### src/rtl/mul_share_arbiter.sv
// Round-robin arbiter time-sharing one Baugh-Wooley signed multiplier among p_num_req requesters.
// Optional macro MUL_SHARE_OVERLAP_EN: grant the next request in the response-accept cycle.

module baugh_wooley #(
  parameter int p_width = 8
) (
  input  logic [p_width-1:0]   a_i,
  input  logic [p_width-1:0]   b_i,
  output logic [2*p_width-1:0] product_o
);
  localparam int lp_pw = 2 * p_width;

  logic [lp_pw-1:0] acc;
  logic             pp;

  // Partial products touching exactly one sign bit are inverted; the two
  // correction constants fold the sign weights back in, modulo 2^(2*p_width).
  always_comb begin
    acc = (lp_pw'(1) << p_width) + (lp_pw'(1) << (lp_pw - 1));
    pp  = 1'b0;
    for (int i = 0; i < p_width; i++) begin
      for (int j = 0; j < p_width; j++) begin
        pp = a_i[i] & b_i[j];
        if ((i == p_width - 1) != (j == p_width - 1)) pp = ~pp;
        acc = acc + (lp_pw'(pp) << (i + j));
      end
    end
  end

  assign product_o = acc;
endmodule

// state | meaning
// IDLE  | waiting for any requester; grant combinationally from rr_q
// CALC  | operands in a_q/b_q, multiplier output captured into prod_q
// RESP  | product presented until resp_ready_i
module mul_share_arbiter #(
  parameter int p_width   = 8,
  parameter int p_num_req = 4
) (
  input  logic                           clk_i,
  input  logic                           reset_i,
  input  logic [p_num_req-1:0]           req_valid_i,
  output logic [p_num_req-1:0]           req_ready_o,
  input  logic [p_num_req*p_width-1:0]   req_a_i,
  input  logic [p_num_req*p_width-1:0]   req_b_i,
  output logic                           resp_valid_o,
  input  logic                           resp_ready_i,
  output logic [$clog2(p_num_req)-1:0]   resp_id_o,
  output logic [2*p_width-1:0]           resp_product_o
);
  localparam int lp_id_w = $clog2(p_num_req);

  typedef enum logic [1:0] {IDLE, CALC, RESP} state_e;

  state_e               state_q;
  logic [lp_id_w-1:0]   rr_q, id_q, next_ptr, base_ptr, grant_id, idx_v;
  logic [p_width-1:0]   a_q, b_q, a_sel, b_sel;
  logic [2*p_width-1:0] prod_q, mult_out;
  logic                 resp_valid_q, grant_any, take_en;
  int                   idx;

  assign next_ptr = (id_q == lp_id_w'(p_num_req - 1)) ? '0 : id_q + 1'b1;

`ifdef MUL_SHARE_OVERLAP_EN
  assign base_ptr = (state_q == RESP) ? next_ptr : rr_q;
  assign take_en  = !reset_i && ((state_q == IDLE) || (state_q == RESP && resp_ready_i));
`else
  assign base_ptr = rr_q;
  assign take_en  = !reset_i && (state_q == IDLE);
`endif

  // Scan from base_ptr upward with explicit wrap so non-power-of-2 counts work.
  always_comb begin
    grant_any = 1'b0;
    grant_id  = '0;
    idx       = 0;
    idx_v     = '0;
    a_sel     = '0;
    b_sel     = '0;
    for (int k = 0; k < p_num_req; k++) begin
      idx = int'(base_ptr) + k;
      if (idx >= p_num_req) idx = idx - p_num_req;
      idx_v = lp_id_w'(idx);
      if (!grant_any && req_valid_i[idx_v]) begin
        grant_any = 1'b1;
        grant_id  = idx_v;
      end
    end
    for (int k = 0; k < p_num_req; k++) begin
      if (grant_id == lp_id_w'(k)) begin
        a_sel = req_a_i[k*p_width +: p_width];
        b_sel = req_b_i[k*p_width +: p_width];
      end
    end
  end

  always_comb begin
    req_ready_o = '0;
    if (take_en && grant_any) req_ready_o[grant_id] = 1'b1;
  end

  baugh_wooley #(.p_width(p_width)) u_mul (
    .a_i       (a_q),
    .b_i       (b_q),
    .product_o (mult_out)
  );

  always_ff @(posedge clk_i) begin
    if (reset_i) begin
      state_q      <= IDLE;
      rr_q         <= '0;
      id_q         <= '0;
      a_q          <= '0;
      b_q          <= '0;
      prod_q       <= '0;
      resp_valid_q <= 1'b0;
    end else begin
      case (state_q)
        IDLE: begin
          if (grant_any) begin
            a_q     <= a_sel;
            b_q     <= b_sel;
            id_q    <= grant_id;
            state_q <= CALC;
          end
        end
        CALC: begin
          prod_q       <= mult_out;
          resp_valid_q <= 1'b1;
          state_q      <= RESP;
        end
        RESP: begin
          if (resp_ready_i) begin
            rr_q         <= next_ptr;
            resp_valid_q <= 1'b0;
            state_q      <= IDLE;
`ifdef MUL_SHARE_OVERLAP_EN
            if (grant_any) begin
              a_q     <= a_sel;
              b_q     <= b_sel;
              id_q    <= grant_id;
              state_q <= CALC;
            end
`endif
          end
        end
        default: state_q <= IDLE;
      endcase
    end
  end

  assign resp_valid_o   = resp_valid_q;
  assign resp_id_o      = id_q;
  assign resp_product_o = prod_q;
endmodule

### config.mk
export PLATFORM = sky130hd
export DESIGN_NAME = mul_share_arbiter
export DESIGN_NICKNAME = d
export VERILOG_FILES = /design/src/rtl/mul_share_arbiter.sv
export SDC_FILE = /design/constraint.sdc
export NUM_CORES = 1
export LEC_CHECK = 0
export BUFFER_PORTS_ARGS = -buffer_cell sky130_fd_sc_hd__buf_2
export CAP_MARGIN = 5
export CORE_MARGIN = 2
export CORE_UTILIZATION = 30
export DETAILED_ROUTE_END_ITERATION = 7
export GPL_ROUTABILITY_DRIVEN = 0
export HOLD_SLACK_MARGIN = 0.05
export PLACE_DENSITY = 0.52
export SKIP_LAST_GASP = 1
export SLEW_MARGIN = 20
export SYNTH_ARGS = -nofsm -noshare
export SYNTH_HDL_FRONTEND = slang
export SYNTH_HIERARCHICAL = 1
export SYNTH_SLANG_ARGS = --single-unit
export TNS_END_PERCENT = 20
### constraint.sdc
create_clock -name clk_i -period 5.5 [get_ports clk_i]
set_clock_uncertainty 0.2 [all_clocks]
set_input_delay 1.375 -clock clk_i [delete_from_list [all_inputs] [get_ports clk_i]]
set_output_delay 1.375 -clock clk_i [all_outputs]
set_load 0.01 [all_outputs]
==> results.md <==
- Detail Placement HPWL: 8101 um
- Row count: 42
- First-pass GRT wire length: 16480 um
- Drt total wl: 9951 um
- H-tree depth: 2
- Die X: 120.1 um
- Synth cell types: 50
- F_max: 0.2183 GHz
- Cell Chain, Critical Path: and2_1, fa_1, inv_1, fa_1, inv_1, fa_1, inv_1, fa_1, inv_1, ha_1, and3_4, a2111oi_4, a21oi_2, xor2_1, nand2_1, a21oi_1
- CTS tree: done
- Max_slew headroom: 43.32%
- Worst Setup Path Type: flip-flop to flip-flop
- Crit Path Max Fanout: 9
- Crit-path slowest cell: fa_1
- Layout filler cell count: 1337
- Syn Inst Count: 457
- IO Pins: 94
- First DRT Iteration DRCs: 177
- Post-synthesis sequential area ratio: 19.30%
- Min-Delay Path Class: flip-flop to flip-flop
- Die area: 14430 sq um
- Fin area: 4802 sq um
- Worst path top cell family by delay: adder cells
- Most used DFF post-synth: dfxtp_1
- CP Launch Type: flip-flop
- Power Dens Cells: 279.6 nW/um^2
- WHS: 248.0 ps
- Total Nets Final: 683
- Syn. warnings: 6
- Port bufs: 93
- Initial antenna violation count: 0
- Syn Area/Cell: 8.851 sq um
- Via density: 4.811
- Share of cells above drive strength 1: 24.13%
- Tot GR Track Use: 13.95%
- Slew @ Worst Pin: 850.1 ps
- CTS root buf: clkbuf_16
- Core ar.: 13190 sq um
- Final TNS setup: 0 ps
- Clk slew on worst S/H paths: 60 ps
- Initial Utilization: 30.67%
- Vias: 3459
- Status: finished, final reports clean
- Worst EP required: 5510 ps
- Ys async rst share: 0%
- Tmin final: 4581 ps
- Max-cap violation count: 0
- CTS Hold Bufs: 0
- Crit path buffers/inverters: 4
- WL per Instance: 13.84 um
- Number of synthesized flops with an enable pin: 0
- Final setup viols: 0
- Cell area after synthesis: 4045 sq um
- DRC: 0
- Number of global-route vias before repair: 3400
- Flops & latches, synth: 39
- Final period utilization: 83.29%
- Drt pass-1 iters: 4
- GR Overflow Total: 0
- Antenna Cells: 0
- Syn nets: 598
- Final hold violation count: 0
- Leakage: 2.218 nW
- Clock Latency Late Sink: 280 ps
- Max VDD drop: 0.1184 mV
- # clock sinks: 39
- CTS resizes: 0
- # Post-CTS Setup Buffers: 0
- Clock buffer depth: 2
- Arr. time, crit path: 4590 ps
- Placed instance area: 4656 sq um
- ANT nets after route: 0
- Synth-to-Final Area Change: 18.71%
- Crit end category: flip-flop
- Max Slew Vio Count: 0
- Unrepaired setup endpoints after global routing: no
- Cts bufs inserted: 5
- Critical path's largest stage delay: 530 ps
- Largest net degree at the start of global routing: 25
- Die H: 120.1 um
-- tightest hold or removal path: cells and delay by family (launching register included) --
kind | cells | cell delay, ps
compound gates | 1 | 50
simple gates | 1 | 50
flops | 1 | 300
-- per-layer routing --
metal	part of all wire, %	vias to the layer above	wire [um]	GRT usage [%]
li1	-	1725	-	-
met1	51	1643	5039	20.66
met2	44	83	4415	21.45
met3	4.5	8	444	2.662
met4	0.52	0	52	1.985
met5	0	-	0	0
-- power breakdown --
group / switching (mW) / leakage (nW) / internal (mW)
combinational: 0.374 / 1.83 / 0.310
sequential: 0.0570 / 0.320 / 0.324
clock: 0.110 / 0.0669 / 0.167
-- registers in the layout (all words and copies together), names as in the netlist --
register	count
a_q	8
b_q	8
base_ptr	2
resp_id_o	2
resp_product_o	16
resp_valid_o	1
state_q	2
-- stage by stage --
| stage | power, mW | worst slack [ps] | cells | utilization [%] |
|---|---|---|---|---|
| 2_1_floorplan | 0.8913 | 1116 | 457 | - |
| 3_3_place_gp | 1.068 | 908.1 | 711 | 35.30 |
| 3_5_place_dp | 1.069 | 904.4 | 711 | 35.30 |
| 4_1_cts | 1.358 | 893.7 | 719 | 36.37 |
| 5_1_grt | 1.469 | 572.8 | 719 | 36.41 |
| 6_report | 1.343 | 918.9 | 719 | 36.41 |
-- synthesized netlist by cell type (2+ instances only) --
cell type   n  area [sq um]
o31ai_1    15         112.6
buf_2       8         40.04
nor2_1     17         63.81
a21o_1     17         127.6
nor2b_1     3         18.77
or2_1       2         12.51
nand3_1     3         15.01
buf_6       2         22.52
inv_1      37         138.9
ha_1       32         400.4
nand2_1    81         304.0
fa_1       38         760.7
xor2_1      3         26.28
xnor2_1     7         61.31
nor3_2      2         20.02
o2111ai_1   2         17.52
and2_1     34         212.7
dfxtp_1    39         780.8
o211ai_1    9         67.56
nand4_1    15         93.84
o211ai_2    7         87.58
nor3_1      2         10.01
buf_4       4         30.03
nand2b_1    3         18.77
a21oi_2     2         17.52
a21oi_1    23         115.1
clkbuf_1    5         18.77
mux2i_1    21         210.2
and3_2      3         22.52
-- area by class of cell --
| class | instances | area [sq um] | area share [%] |
|---|---|---|---|
| timing repair buffer | 97 | 495.5 | 10.32 |
| multi-input combinational | 362 | 3025 | 63.00 |
| tap | 176 | 220.2 | 4.586 |
| clock buffer | 6 | 128.9 | 2.684 |
| sequential | 39 | 780.7 | 16.26 |
| clock inverter | 2 | 12.51 | 0.2606 |
| inverter | 37 | 138.9 | 2.892 |
-- layout by cell type, fill, tap and decap left out, types with 2 or more instances in the layout --
master	n
ha_1	32
fa_1	38
o211ai_1	9
nand2_1	81
a21oi_1	23
inv_1	37
nor3_1	2
o31ai_1	15
nand4_1	15
nor2b_1	2
nand2b_1	3
xor2_1	3
and2_1	34
a21oi_2	2
a21o_1	17
mux2i_1	21
o211ai_2	7
and3_2	3
nor2_2	2
buf_2	93
nor2_1	16
o2111ai_1	2
nand3_1	3
buf_4	4
xnor2_1	7
or2_1	2
dfxtp_1	39
clkbuf_16	5
-- logic make-up after synthesis --
logic type	count (synthesis)	share of synthesized area, %
DFF	39	19.30
and+or+nand+nor	176	22.18
AOI/OAI and AO/OA	85	16.27
buffers and inverters	56	6.186
xor gates and xnor gates	10	2.165
adders and majority gates	70	28.70
muxes	21	5.196
-- path summary, 6_finish.rpt --
path / start / endpoint / slack [ps] / cells past startpoint
worst max-delay path: a_q[5] / resp_product_o[13] / 920 / 16
worst min-delay path: resp_product_o[2] / resp_product_o[2] / 250 / 2
worst max register to register: a_q[5] / resp_product_o[13] / 920 / 16
worst min register to register: resp_product_o[2] / resp_product_o[2] / 250 / 2
Note: power is estimated with default switching activity, not from simulation.
